File: config.mk
export PLATFORM = sky130hd
export DESIGN_NAME = hex_scan_ctrl
export DESIGN_NICKNAME = d
export VERILOG_FILES = /design/src/rtl/hex_scan_ctrl.sv
export SDC_FILE = /design/constraint.sdc
export NUM_CORES = 1
export LEC_CHECK = 0
export CAP_MARGIN = 30
export CORE_ASPECT_RATIO = 1.4
export CORE_MARGIN = 2
export CORE_UTILIZATION = 55
export DETAILED_ROUTE_END_ITERATION = 8
export MAX_ROUTING_LAYER = met4
export PLACE_DENSITY = 0.85
export SETUP_SLACK_MARGIN = 0.3
export SYNTH_ARGS = -nofsm -noshare
export SYNTH_HDL_FRONTEND = slang
export SYNTH_SLANG_ARGS = --single-unit
File: constraint.sdc
create_clock -name clk -period 3 [get_ports clk]
set_clock_uncertainty 0.2 [all_clocks]
set_input_delay 0.9 -clock clk [delete_from_list [all_inputs] [get_ports clk]]
set_output_delay 0.9 -clock clk [all_outputs]
set_load 0.05 [all_outputs]
File: src/rtl/hex_scan_ctrl.sv
// rtl/hex_scan_ctrl.sv - time-multiplexed hex digit scan controller with framed updates
module hex_scan_ctrl #(
  parameter int DIGITS     = 4,
  parameter int PRESCALE   = 50000,
  parameter int GUARD_CYC  = 2,
  parameter int AN_ACT_LOW = 0
) (
  input  logic                  clk,
  input  logic                  rst,
  input  logic [4*DIGITS-1:0]   upd_data,
  input  logic                  upd_valid,
  output logic                  upd_ready,
  input  logic                  lz_en,
  output logic [3:0]            hex_in,
  output logic [DIGITS-1:0]     an,
  output logic                  frame_done
);

  localparam int CW = (PRESCALE > 1) ? $clog2(PRESCALE) : 1;
  localparam int IW = $clog2(DIGITS);
  localparam logic [CW-1:0] CNT_MAX = CW'(PRESCALE - 1);
  localparam logic [CW-1:0] CNT_GRD = CW'(GUARD_CYC);
  localparam logic [IW-1:0] IDX_MAX = IW'(DIGITS - 1);
  localparam logic          ACT_LOW = (AN_ACT_LOW != 0);

  typedef enum logic {GUARD, DRIVE} st_t;

  logic [4*DIGITS-1:0] disp, pend, disp_n;
  logic                pend_full;
  logic [IW-1:0]       idx, idx_n;
  logic [CW-1:0]       cnt, cnt_n;
  st_t                 st, st_n;
  logic                wrap, boundary, xfer;
  logic [DIGITS-1:0]   supp;
  logic [DIGITS-1:0]   an_on;
  logic [3:0]          hex_n;
  logic                zero_hi;

  assign upd_ready = !pend_full;
  assign xfer      = upd_valid && !pend_full;

  // Slot/digit sequencing, slot state transitions and frame-boundary display swap.
  always_comb begin
    wrap     = (cnt == CNT_MAX);
    boundary = wrap && (idx == IDX_MAX);
    cnt_n    = wrap ? '0 : cnt + 1'b1;
    idx_n    = idx;
    if (wrap) idx_n = (idx == IDX_MAX) ? '0 : idx + 1'b1;
    st_n = st;
    case (st)
      GUARD:   if (cnt_n == CNT_GRD) st_n = DRIVE;
      DRIVE:   if (wrap) st_n = GUARD;
      default: st_n = GUARD;
    endcase
    disp_n = (boundary && pend_full) ? pend : disp;
  end

  // Leading-zero map: digit i>0 is blank-able when it and every higher nibble are zero.
  always_comb begin
    supp    = '0;
    zero_hi = 1'b1;
    for (int i = DIGITS - 1; i >= 0; i--) begin
      zero_hi = zero_hi && (disp_n[4*i +: 4] == 4'h0);
      supp[i] = (i != 0) && zero_hi;
    end
  end

  // Output values for the cycle being entered; registered below so outputs track the slot state.
  always_comb begin
    hex_n = disp_n[4*int'(idx_n) +: 4];
    an_on = '0;
    if (st_n == DRIVE && !(lz_en && supp[idx_n]))
      an_on = DIGITS'(1) << idx_n;
  end

  // State, handshake buffer and registered outputs.
  always_ff @(posedge clk) begin
    if (rst) begin
      disp       <= '0;
      pend       <= '0;
      pend_full  <= 1'b0;
      idx        <= '0;
      cnt        <= '0;
      st         <= GUARD;
      hex_in     <= 4'h0;
      an         <= {DIGITS{ACT_LOW}};
      frame_done <= 1'b0;
    end else begin
      cnt        <= cnt_n;
      idx        <= idx_n;
      st         <= st_n;
      disp       <= disp_n;
      if (xfer) pend <= upd_data;
      pend_full  <= xfer ? 1'b1 : (boundary ? 1'b0 : pend_full);
      hex_in     <= hex_n;
      an         <= an_on ^ {DIGITS{ACT_LOW}};
      frame_done <= boundary;
    end
  end

endmodule
# After elaboration in Yosys (flattened, before gate mapping)
# Cells that the tools add are included.
# Widths: inputs -> output; s select.
[totals]
regBits = 61
input_bits = 20
out_inout_bits = 10
[classes]
n_addsub = 2
order_cmp = 1
eq_ne = 3
shifts = 2
mux = 11
bitwise_logic = 2
n_reduce_logical = 14
[op_table]
columns = ["op", "n"]
rows = [
  ["$mux 16", 2],
  ["$add 16x1->16 const B", 1],
  ["$eq 16x16->1 const B", 1],
  ["$eq 16x2->1 const B", 1],
  ["$shiftx 16x5->4", 1],
  ["$logic_not 4->1", 3],
  ["$logic_and 1x1->1", 7],
  ["$mux 1", 5],
  ["$mux 2", 2],
  ["$shl 1x2->4 const A", 1],
  ["$lt 2x3->1 const B", 1],
  ["$add 2x1->2 const B", 1],
  ["$bmux 1 s2", 1],
  ["$eq 2x2->1 const B", 1],
  ["$logic_not 1->1", 2],
  ["$not 1->1", 2],
  ["$pmux 1 s2", 1],
  ["$reduce_bool 2->1", 1],
  ["$reduce_or 2->1", 1],
]

# Depth between registers and ports, before layout
[logic_depth]
word_depth = 14
mapped_depth = 9

# Worst setup path before layout
# OpenSTA, ideal clock, no wires.
[synth_path]
kind = "register to register"
from = "reg cnt[0]"
to = "reg an[3]"
setup_ns = 0.092
t_arrival_ns = 1.902
required_time_ns = 2.708
path_slack_ns = 0.807
path_stages_with_launch = 8
path_buffers = 0
path_cell_list = "dfxtp_1 ha_1 nand3_1 nor3_1 mux2i_1 nand4_1 a32o_2 nor4_1"
[synth_via]
elab_chain_len = 14
word_cells_on_any_way = 24
classes_between = "1 x add/sub; 2 x eq/ne; 1 x shift; 8 x mux; 1 x bitwise; 11 x reduce/logical"
[synth_lines]
columns = ["element", "line", "source"]
rows = [
  ["start, declared", "31", "logic [CW-1:0] cnt, cnt_n;"],
  ["start signal, assigned", "89", "cnt <= cnt_n;"],
  ["parallel branches: the longest is 14 deep, another holds $add 16x1->16", "n/a", ""],
  ["end signal, assigned", "86", "an <= {DIGITS{ACT_LOW}};"],
  ["end signal, assigned", "96", "an <= an_on ^ {DIGITS{ACT_LOW}};"],
  ["end, declared", "15", "output logic [DIGITS-1:0] an,"],
]
# Several ways; the timed one is not identified. The select of a mux whose other input is x is not followed.
# A chain may end at the register's enable or synchronous reset.

# Worst setup path after layout
[layout_path]
from = "reg hex_in[3]"
to = "out hex_in[3]"
[layout_rtl]
columns = ["element", "line", "source"]
rows = [
  ["start, declared", "14", "output logic [3:0] hex_in,"],
  ["start signal, assigned", "95", "hex_in <= hex_n;"],
]
# No word-level cell between the ends.

==> results summary <==
The endpoint identified for the worst register-to-register timing path is disp[2]. Sorting the synthesized cells by area gives the leading types as sky130_fd_sc_hd__dfxtp_1 (41%), sky130_fd_sc_hd__nand2_1 (9.1%), sky130_fd_sc_hd__mux2i_1 (8.6%), sky130_fd_sc_hd__a21oi_1 (5.7%), sky130_fd_sc_hd__xnor2_1 (3.5%). The post-synthesis xor/xnor area fraction is 0.0495.

In the layout the commonest cells are sky130_fd_sc_hd__nand2_1 (73), sky130_fd_sc_hd__dfxtp_1 (60), sky130_fd_sc_hd__a21oi_1 (34), sky130_fd_sc_hd__clkdlybuf4s50_1 (27), sky130_fd_sc_hd__mux2i_1 (26). The total count of hold-check failures in the final report came out at 0. The share of synthesized area occupied by flip-flops and latches is 0.406.

The total via count after detailed routing came out at 2,605. Setup violations remaining at the end of the flow were counted as 0. The total power of the final layout is 1.83 mW. The path with the worst hold slack has its endpoint at pend[4]. The fraction of the mapped netlist area in compound gates came to 0.115.

The met3 track demand over resource is 0.0570. Of all cell types, the one taking the most synthesized area is sky130_fd_sc_hd__dfxtp_1. The maximum count of clock buffers along a single path is 2. The number of antenna violations at the first check in global routing is 0. For met2 alone, demand over resource in global routing was 0.423. The number of distinct standard cells referenced by the synthesized netlist is 41. In the routed design, unresolved DRC markers number 0. VDD sags by at most 0.373 mV.

The top achievable clock speed came out at 384 MHz. After synthesis, the share of cell area in mux cells is 0.124. Setup repair after global routing could not meet its margin everywhere. The count of input and output buffers is 29.

TritonCTS built the clock tree. The initial utilization of the core area, before any placement, comes to 0.575. The share of post-route cells with drive strength above 1 is 0.135. Row generation in the floorplan step produced 31 rows.

The worst hold path begins at pend[4]. In the final timing run, aggregate negative setup slack is 0 ps. The detailed-route vias per instance came out at 5.88.

The first global-routing pass estimated 11,600 um of wire. The average wire per cell in the routed design came out at 15.6 um. The largest individual stage delay along the critical path comes from the cell sky130_fd_sc_hd__clkdlybuf4s50_1. The count of cells along the worst hold path is 2. Wires add up to 6910 um.

The overall die width came out at 66.5 um. The signal arrival time at the worst endpoint came out at 1510 ps. The worst-margin pin slew came out at 508 ps. For this run, the detailed router's first-pass iteration total came to 5.

With fillers left out, the area of the finished cells amounts to 3570 um^2. The sum of net half-perimeters after detailed placement is 4710 um. The floorplan step defined a die boundary enclosing 6090 um^2. The library cell used most frequently in the layout, excluding fill and tap cells, is sky130_fd_sc_hd__nand2_1. The relative max-transition margin is 0.661. The combinational family with the most area after synthesis is simple AND/OR/NAND/NOR gates. The core region is 5240 um^2. The placer's final routability congestion estimate is 0.884. Grouping stages by cell kind, the critical path spends the most delay in buffers and inverters. The clock sink count is 61. The iteration-0 DRC count of the detailed router came out at 188. The global-route usage over all layers came out at 0.258. The number of nets in the synthesized netlist came out at 373. The origin of the critical flop-to-flop path is cnt[0].

The layer carrying the most global-route usage is met2. The run finished with clean final reports. Traced cell by cell, the critical path runs through clkdlybuf4s50_1. In this run the cell area measured after placement is 3290 um^2.

The total buffers and inverters traversed by the critical path is 1. The placement-stage worst setup slack is 431 ps. The final number of max-transition violations came out at 0. Relative to the synthesized area, the layout overhead comes to 18.8%. In this run the worst path has a maximum fanout of 1. The total overflow reported by the global router came out at 0. The post-route non-filler standard cell count came out at 443. Of the total synthesized cell area, the portion taken by full adders, half adders and majority gates is 0.0125. The largest net degree at the start of global routing is 35. The total instance count after detailed placement is 425. The number of enable flip-flop cells after synthesis came out at 0. The dominant synthesized flop cell is sky130_fd_sc_hd__dfxtp_1.

The share of synthesized area in the top cell type comes to 0.406. The part of the cycle the worst path needs came out at 0.869. The reported max-cap violation count is 0. By startpoint and endpoint, the worst setup path is classified as reg -> out. The number of cells on the worst reg-to-reg path is 7. The type of the most critical hold path is reg -> reg. In this run, synthesis produced a sequential element count of 61.

For this run, the number of Yosys warnings is 0. The async set-or-reset flop fraction in the synthesized netlist is 0. The count of nets left with antenna violations once routing finished came out at 0. The floorplan step set the die height to 91.5 um. The number of top-level pins came out at 30.

The clock reaches the later pin of the worst-skew pair after 350 ps. The average size of a mapped cell came out at 8.60 um^2. The required time at the endpoint of the critical path is 1900 ps. In this run the clock root is driven by a sky130_fd_sc_hd__clkbuf_8. The number of global-route vias before repair came out at 2,591.

The total power per unit cell area is 513 nW/um^2. The worst setup path is captured at an output port. In this design, the stage delay of the slowest critical-path cell is 810 ps. The total leakage power is 1.37 nW. The number of nets in the layout came out at 395. Setup slack on the worst reg-to-reg path comes out at 460 ps. The clock transition time at the flip-flop clock pins of the worst setup and hold paths came out at 70 ps. The maximum level of the CTS H-tree came out at 3.

The antenna diode instance count is 0. The met1 usage in global routing came out at 0.263. The number of instances in the synthesized netlist came out at 350. Of the total synthesized cell area, the portion taken by AND, OR, NAND and NOR gates is 0.244. The worst setup margin came out at 394 ps.

The minimum clock period is 2610 ps. The synthesized netlist occupies a cell area of 3010 um^2. TritonCTS created 9 clock buffers. STA classifies the critical path startpoint as a flip-flop.
## registers in the layout (all words and copies together) (netlist names)
| signal | flops |
|---|---|
| pend | 16 |
| disp | 16 |
| st | 1 |
| hex_in | 4 |
| pend_full | 1 |
| idx | 2 |
| frame_done | 1 |
| cnt | 16 |
| an | 4 |
## synthesized netlist by cell type (4+ instances only)
| cell type | count |
|---|---|
| sky130_fd_sc_hd__nand2_1 | 73 |
| sky130_fd_sc_hd__dfxtp_1 | 61 |
| sky130_fd_sc_hd__a21oi_1 | 34 |
| sky130_fd_sc_hd__mux2i_1 | 26 |
| sky130_fd_sc_hd__nor2_1 | 21 |
| sky130_fd_sc_hd__clkbuf_1 | 13 |
| sky130_fd_sc_hd__xnor2_1 | 12 |
| sky130_fd_sc_hd__buf_2 | 10 |
| sky130_fd_sc_hd__nand3_1 | 10 |
| sky130_fd_sc_hd__o22ai_1 | 9 |
| sky130_fd_sc_hd__mux2_2 | 8 |
| sky130_fd_sc_hd__nand4_1 | 8 |
| sky130_fd_sc_hd__nor3_1 | 8 |
| sky130_fd_sc_hd__nor4_1 | 6 |
| sky130_fd_sc_hd__xor2_1 | 5 |
| sky130_fd_sc_hd__a211oi_2 | 4 |
| sky130_fd_sc_hd__inv_1 | 4 |
## how the worst max path moves through the flow
stage	start	to	slack [ps]	depth (start not counted)
floorplan	cnt[0]	an[3]	810	7
global placement	rst	an[2]	540	6
CTS	cnt[0]	disp[2]	370	7
finish	hex_in[3]	hex_in[3]	390	1
detailed placement	cnt[0]	disp[1]	430	7
global route	cnt[0]	disp[2]	270	7
## cell type report
cell class	instances	area, um^2
fill	429	1660
clock inverter	3	65.1
inverter	4	15.0
clock buffer	13	179
sequential	61	1220
tap	66	82.6
multi-input combinational	259	1650
timing repair buffer	37	357
## per-stage QoR
stage	utilization	hold slack, ps
4_1_cts	0.675	257
2_1_floorplan	-	237
6_report	0.682	257
3_3_place_gp	0.628	243
3_5_place_dp	0.628	248
5_1_grt	0.682	271
## routing by layer
layer | routed length, um | up-vias
li1 | - | 1268
met1 | 2600 | 1217
met2 | 3630 | 89
met3 | 271 | 31
met4 | 406 | 0
met5 | 0 | -
## logic make-up (layout without fill, tap and decap cells)
logic type / after synthesis / in the layout
adders and majority gates: 3 / 3
xor gates and xnor gates: 17 / 17
and+or+nand+nor: 148 / 148
muxes: 35 / 35
buffers and inverters: 30 / 57
DFF: 61 / 61
AOI/OAI and AO/OA: 56 / 56
## timing repair
action,4_1_cts,5_1_grt
setup buffers,0,2
setup endpoints to repair,1,19
hold buffers,0,0
gates resized for setup,1,4
## power breakdown
part / total [mW] / internal [mW] / leakage, nW / switching, mW
logic: 0.108 / 0.0482 / 0.745 / 0.0594
clock network: 0.875 / 0.557 / 0.126 / 0.318
registers: 0.849 / 0.830 / 0.496 / 0.0189
No activity file was read; power rests on OpenSTA's default activity.
==> RTL edit: new RTL, same settings <==
The output `an` loses its register stage (`an` becomes a continuous assignment).
--- a/src/rtl/hex_scan_ctrl.sv
+++ b/src/rtl/hex_scan_ctrl.sv
@@ -83,7 +83,6 @@
       cnt        <= '0;
       st         <= GUARD;
       hex_in     <= 4'h0;
-      an         <= {DIGITS{ACT_LOW}};
       frame_done <= 1'b0;
     end else begin
       cnt        <= cnt_n;
@@ -93,9 +92,10 @@
       if (xfer) pend <= upd_data;
       pend_full  <= xfer ? 1'b1 : (boundary ? 1'b0 : pend_full);
       hex_in     <= hex_n;
-      an         <= an_on ^ {DIGITS{ACT_LOW}};
       frame_done <= boundary;
     end
   end
 
+  assign an = an_on ^ {DIGITS{ACT_LOW}};
+
 endmodule
Behaviour: not the same (a bounded check fails within 4 cycles, from zero or initial values and one cycle with rst high).
==> RTL edit against the original RTL <==
The run now ends with negative setup slack left. Global-route usage rose by 12 points. Via count is 28% higher. Power shrank 6.0%. Sequential share of layout area fell by 6.0 points. Setup slack lost 1700 ps. Routed wire length up 86%. Sequential cell count shrank 4. Final area increased by 14%. Synthesized area fell by 12%. Critical endpoint is now an[1].
==> RTL edit: results (changes against the original RTL) <==
| Metric | Value |
|---|---|
| Slowest library cell on the worst path | sky130_fd_sc_hd__or4_4 (was sky130_fd_sc_hd__clkdlybuf4s50_1) |
| CP max stage delay | 580 ps (was 810 ps) |
| Maximum number of pins on one net before global-route repair | 46 (was 35) |
| Worst Tran Pin Value | 595 ps (was 508 ps) |
| Share of layout cells above drive strength 1 | 0.334 (was 0.135) |
| Synth top area cells | sky130_fd_sc_hd__dfxtp_1 (43%), sky130_fd_sc_hd__nand2_1 (7.5%), sky130_fd_sc_hd__nor2_1 (5.9%) (was sky130_fd_sc_hd__dfxtp_1 (41%), sky130_fd_sc_hd__nand2_1 (9.1%), sky130_fd_sc_hd__mux2i_1 (8.6%)) |
| First DRT Iteration DRCs | 577 (was 188) |
| Via total after detailed routing | 3346 (was 2605) |
| Antenna diode count | 0 (unchanged) |
| Setup total negative slack | -7490 ps (was 0 ps) |
| Arrival time at the worst endpoint | 3250 ps (was 1510 ps) |
| Critical path peak fanout | 3 (was 1) |
| Nets | 434 (was 395) |
| WL final | 12.9 mm (was 6.91 mm) |
| Average wire per cell in the routed design | 26.9 um (was 15.6 um) |
| Run status | complete, but fails checks (was completed) |
| Placed cells | 444 (was 425) |
| Final count of negative-setup-slack endpoints | 8 (was 0) |
| Top flop regs | cnt (16), disp (16), pend (16) (unchanged) |
| Post-Synthesis Mean Instance Area | 8.42 sq um (was 8.60 sq um) |
| Placed instance area | 3470 sq um (was 3290 sq um) |
| Global-route wire length before repair | 15.0 mm (was 11.6 mm) |
| All-layer global routing usage | 0.381 (was 0.258) |
| Clock buffer depth | 2 (unchanged) |
| Post-detailed-placement half-perimeter wirelength | 5.48 mm (was 4.71 mm) |
| DP Worst Slack | -788 ps (was 431 ps) |
| Number of detailed-route iterations in the first pass | 8 (was 5) |
| Worst skew pair latency | 360 ps |
| Syn Nets | 338 (was 373) |
| Clock-pin slew on the worst setup and hold paths | 70 ps (about the same) |
| Violations in the final reports | negative setup slack |
| Worst voltage drop across the vdd grid | 562 uV (was 373 uV) |
| Most frequent cells after synthesis | sky130_fd_sc_hd__dfxtp_1 (57), sky130_fd_sc_hd__nand2_1 (53), sky130_fd_sc_hd__nor2_1 (42), sky130_fd_sc_hd__a21oi_1 (27), sky130_fd_sc_hd__clkbuf_1 (14) (was sky130_fd_sc_hd__nand2_1 (73), sky130_fd_sc_hd__dfxtp_1 (61), sky130_fd_sc_hd__a21oi_1 (34), sky130_fd_sc_hd__mux2i_1 (26), sky130_fd_sc_hd__nor2_1 (21)) |
| Worst Reg2Reg Path Length in Cells | 23 (was 7) |
| Final WS setup | -1350 ps (was 394 ps) |
| Inserted Clock Buffers | 9 (unchanged) |
| Number of global-route vias before repair | 2978 (was 2591) |
| Last weighted congestion value of the routability-driven placer | 0.970 (was 0.884) |
| Synth unique cells | 50 (was 41) |
| Post-synthesis sequential area ratio | 0.430 (was 0.406) |
| Static leakage | 1.61 nW (was 1.37 nW) |
| Number of filler cells placed in the layout | 192 (was 429) |
## RTL edit: cell types whose count changed in the layout (fill, tap and decap cells not counted), moves of 6 or more
cell / unedited run / this run
sky130_fd_sc_hd__a21oi_1: 34 / 23
sky130_fd_sc_hd__buf_4: 7 / 57
sky130_fd_sc_hd__buf_6: 0 / 18
sky130_fd_sc_hd__dfxtp_1: 60 / 53
sky130_fd_sc_hd__mux2_2: 8 / 0
sky130_fd_sc_hd__mux2i_1: 26 / 4
sky130_fd_sc_hd__mux2i_4: 1 / 7
sky130_fd_sc_hd__nand2_1: 73 / 51
sky130_fd_sc_hd__nor2_1: 20 / 39
sky130_fd_sc_hd__o22ai_1: 9 / 1
## RTL edit: cells by family (layout without fill, tap and decap cells)
family / Yosys count / in the layout / share of synthesized area
xor gates and xnor gates: 15 / 15 / 0.0495
adders and majority gates: 3 / 3 / 0.0141
and+or+nand+nor: 148 / 148 / 0.262
AOI/OAI and AO/OA: 52 / 52 / 0.124
DFF: 57 / 57 / 0.430
buffers and inverters: 25 / 126 / 0.0443
muxes: 15 / 15 / 0.0754
## RTL edit: where the power goes
| part | total (mW) | internal [mW] | switching [mW] |
|---|---|---|---|
| Combinational | 0.165 | 0.0688 | 0.0959 |
| Sequential | 0.798 | 0.774 | 0.0231 |
| Clock | 0.759 | 0.403 | 0.356 |
## RTL edit: routing by layer
layer  global-route usage  share of wire
met1                0.362           0.30
met2                0.676           0.45
met3               0.0883           0.11
met4                0.273           0.13
met5                    -              0
## RTL edit: critical path: cells and delay by family (launching register included)
| kind | cells | cell delay [ps] |
|---|---|---|
| flops | 1 | 320 |
| compound gates | 2 | 450 |
| simple gates | 5 | 1750 |
| buf+inv | 2 | 370 |
## RTL edit: repair_timing
action	4_1_cts	5_1_grt
buffers inserted	5	13
pin swaps	10	6
setup endpoints to repair	8	9
resized for setup	21	35
## RTL edit: worst paths after layout
check | slack [ps] | to | from
min | 280 | disp[2]$_SDFF_PP0_ | disp[2]$_SDFF_PP0_
min reg2reg | 280 | disp[2]$_SDFF_PP0_ | disp[2]$_SDFF_PP0_
max reg2reg | -860 | hex_in[0]$_SDFF_PP0_ | cnt[5]$_SDFF_PP0_
max | -1350 | an[1] | cnt[5]$_SDFF_PP0_
## RTL edit: cell type report
cell class / instances / area [sq um] / area share
flip-flops and latches: 57 / 1150 / 0.282
inverters: 6 / 22.5 / 0.00555
well taps: 62 / 77.6 / 0.0191
repair buffers: 104 / 963 / 0.237
multi-input cells: 233 / 1650 / 0.407
clock inverters: 5 / 55.1 / 0.0136
clock buffers: 11 / 141 / 0.0348
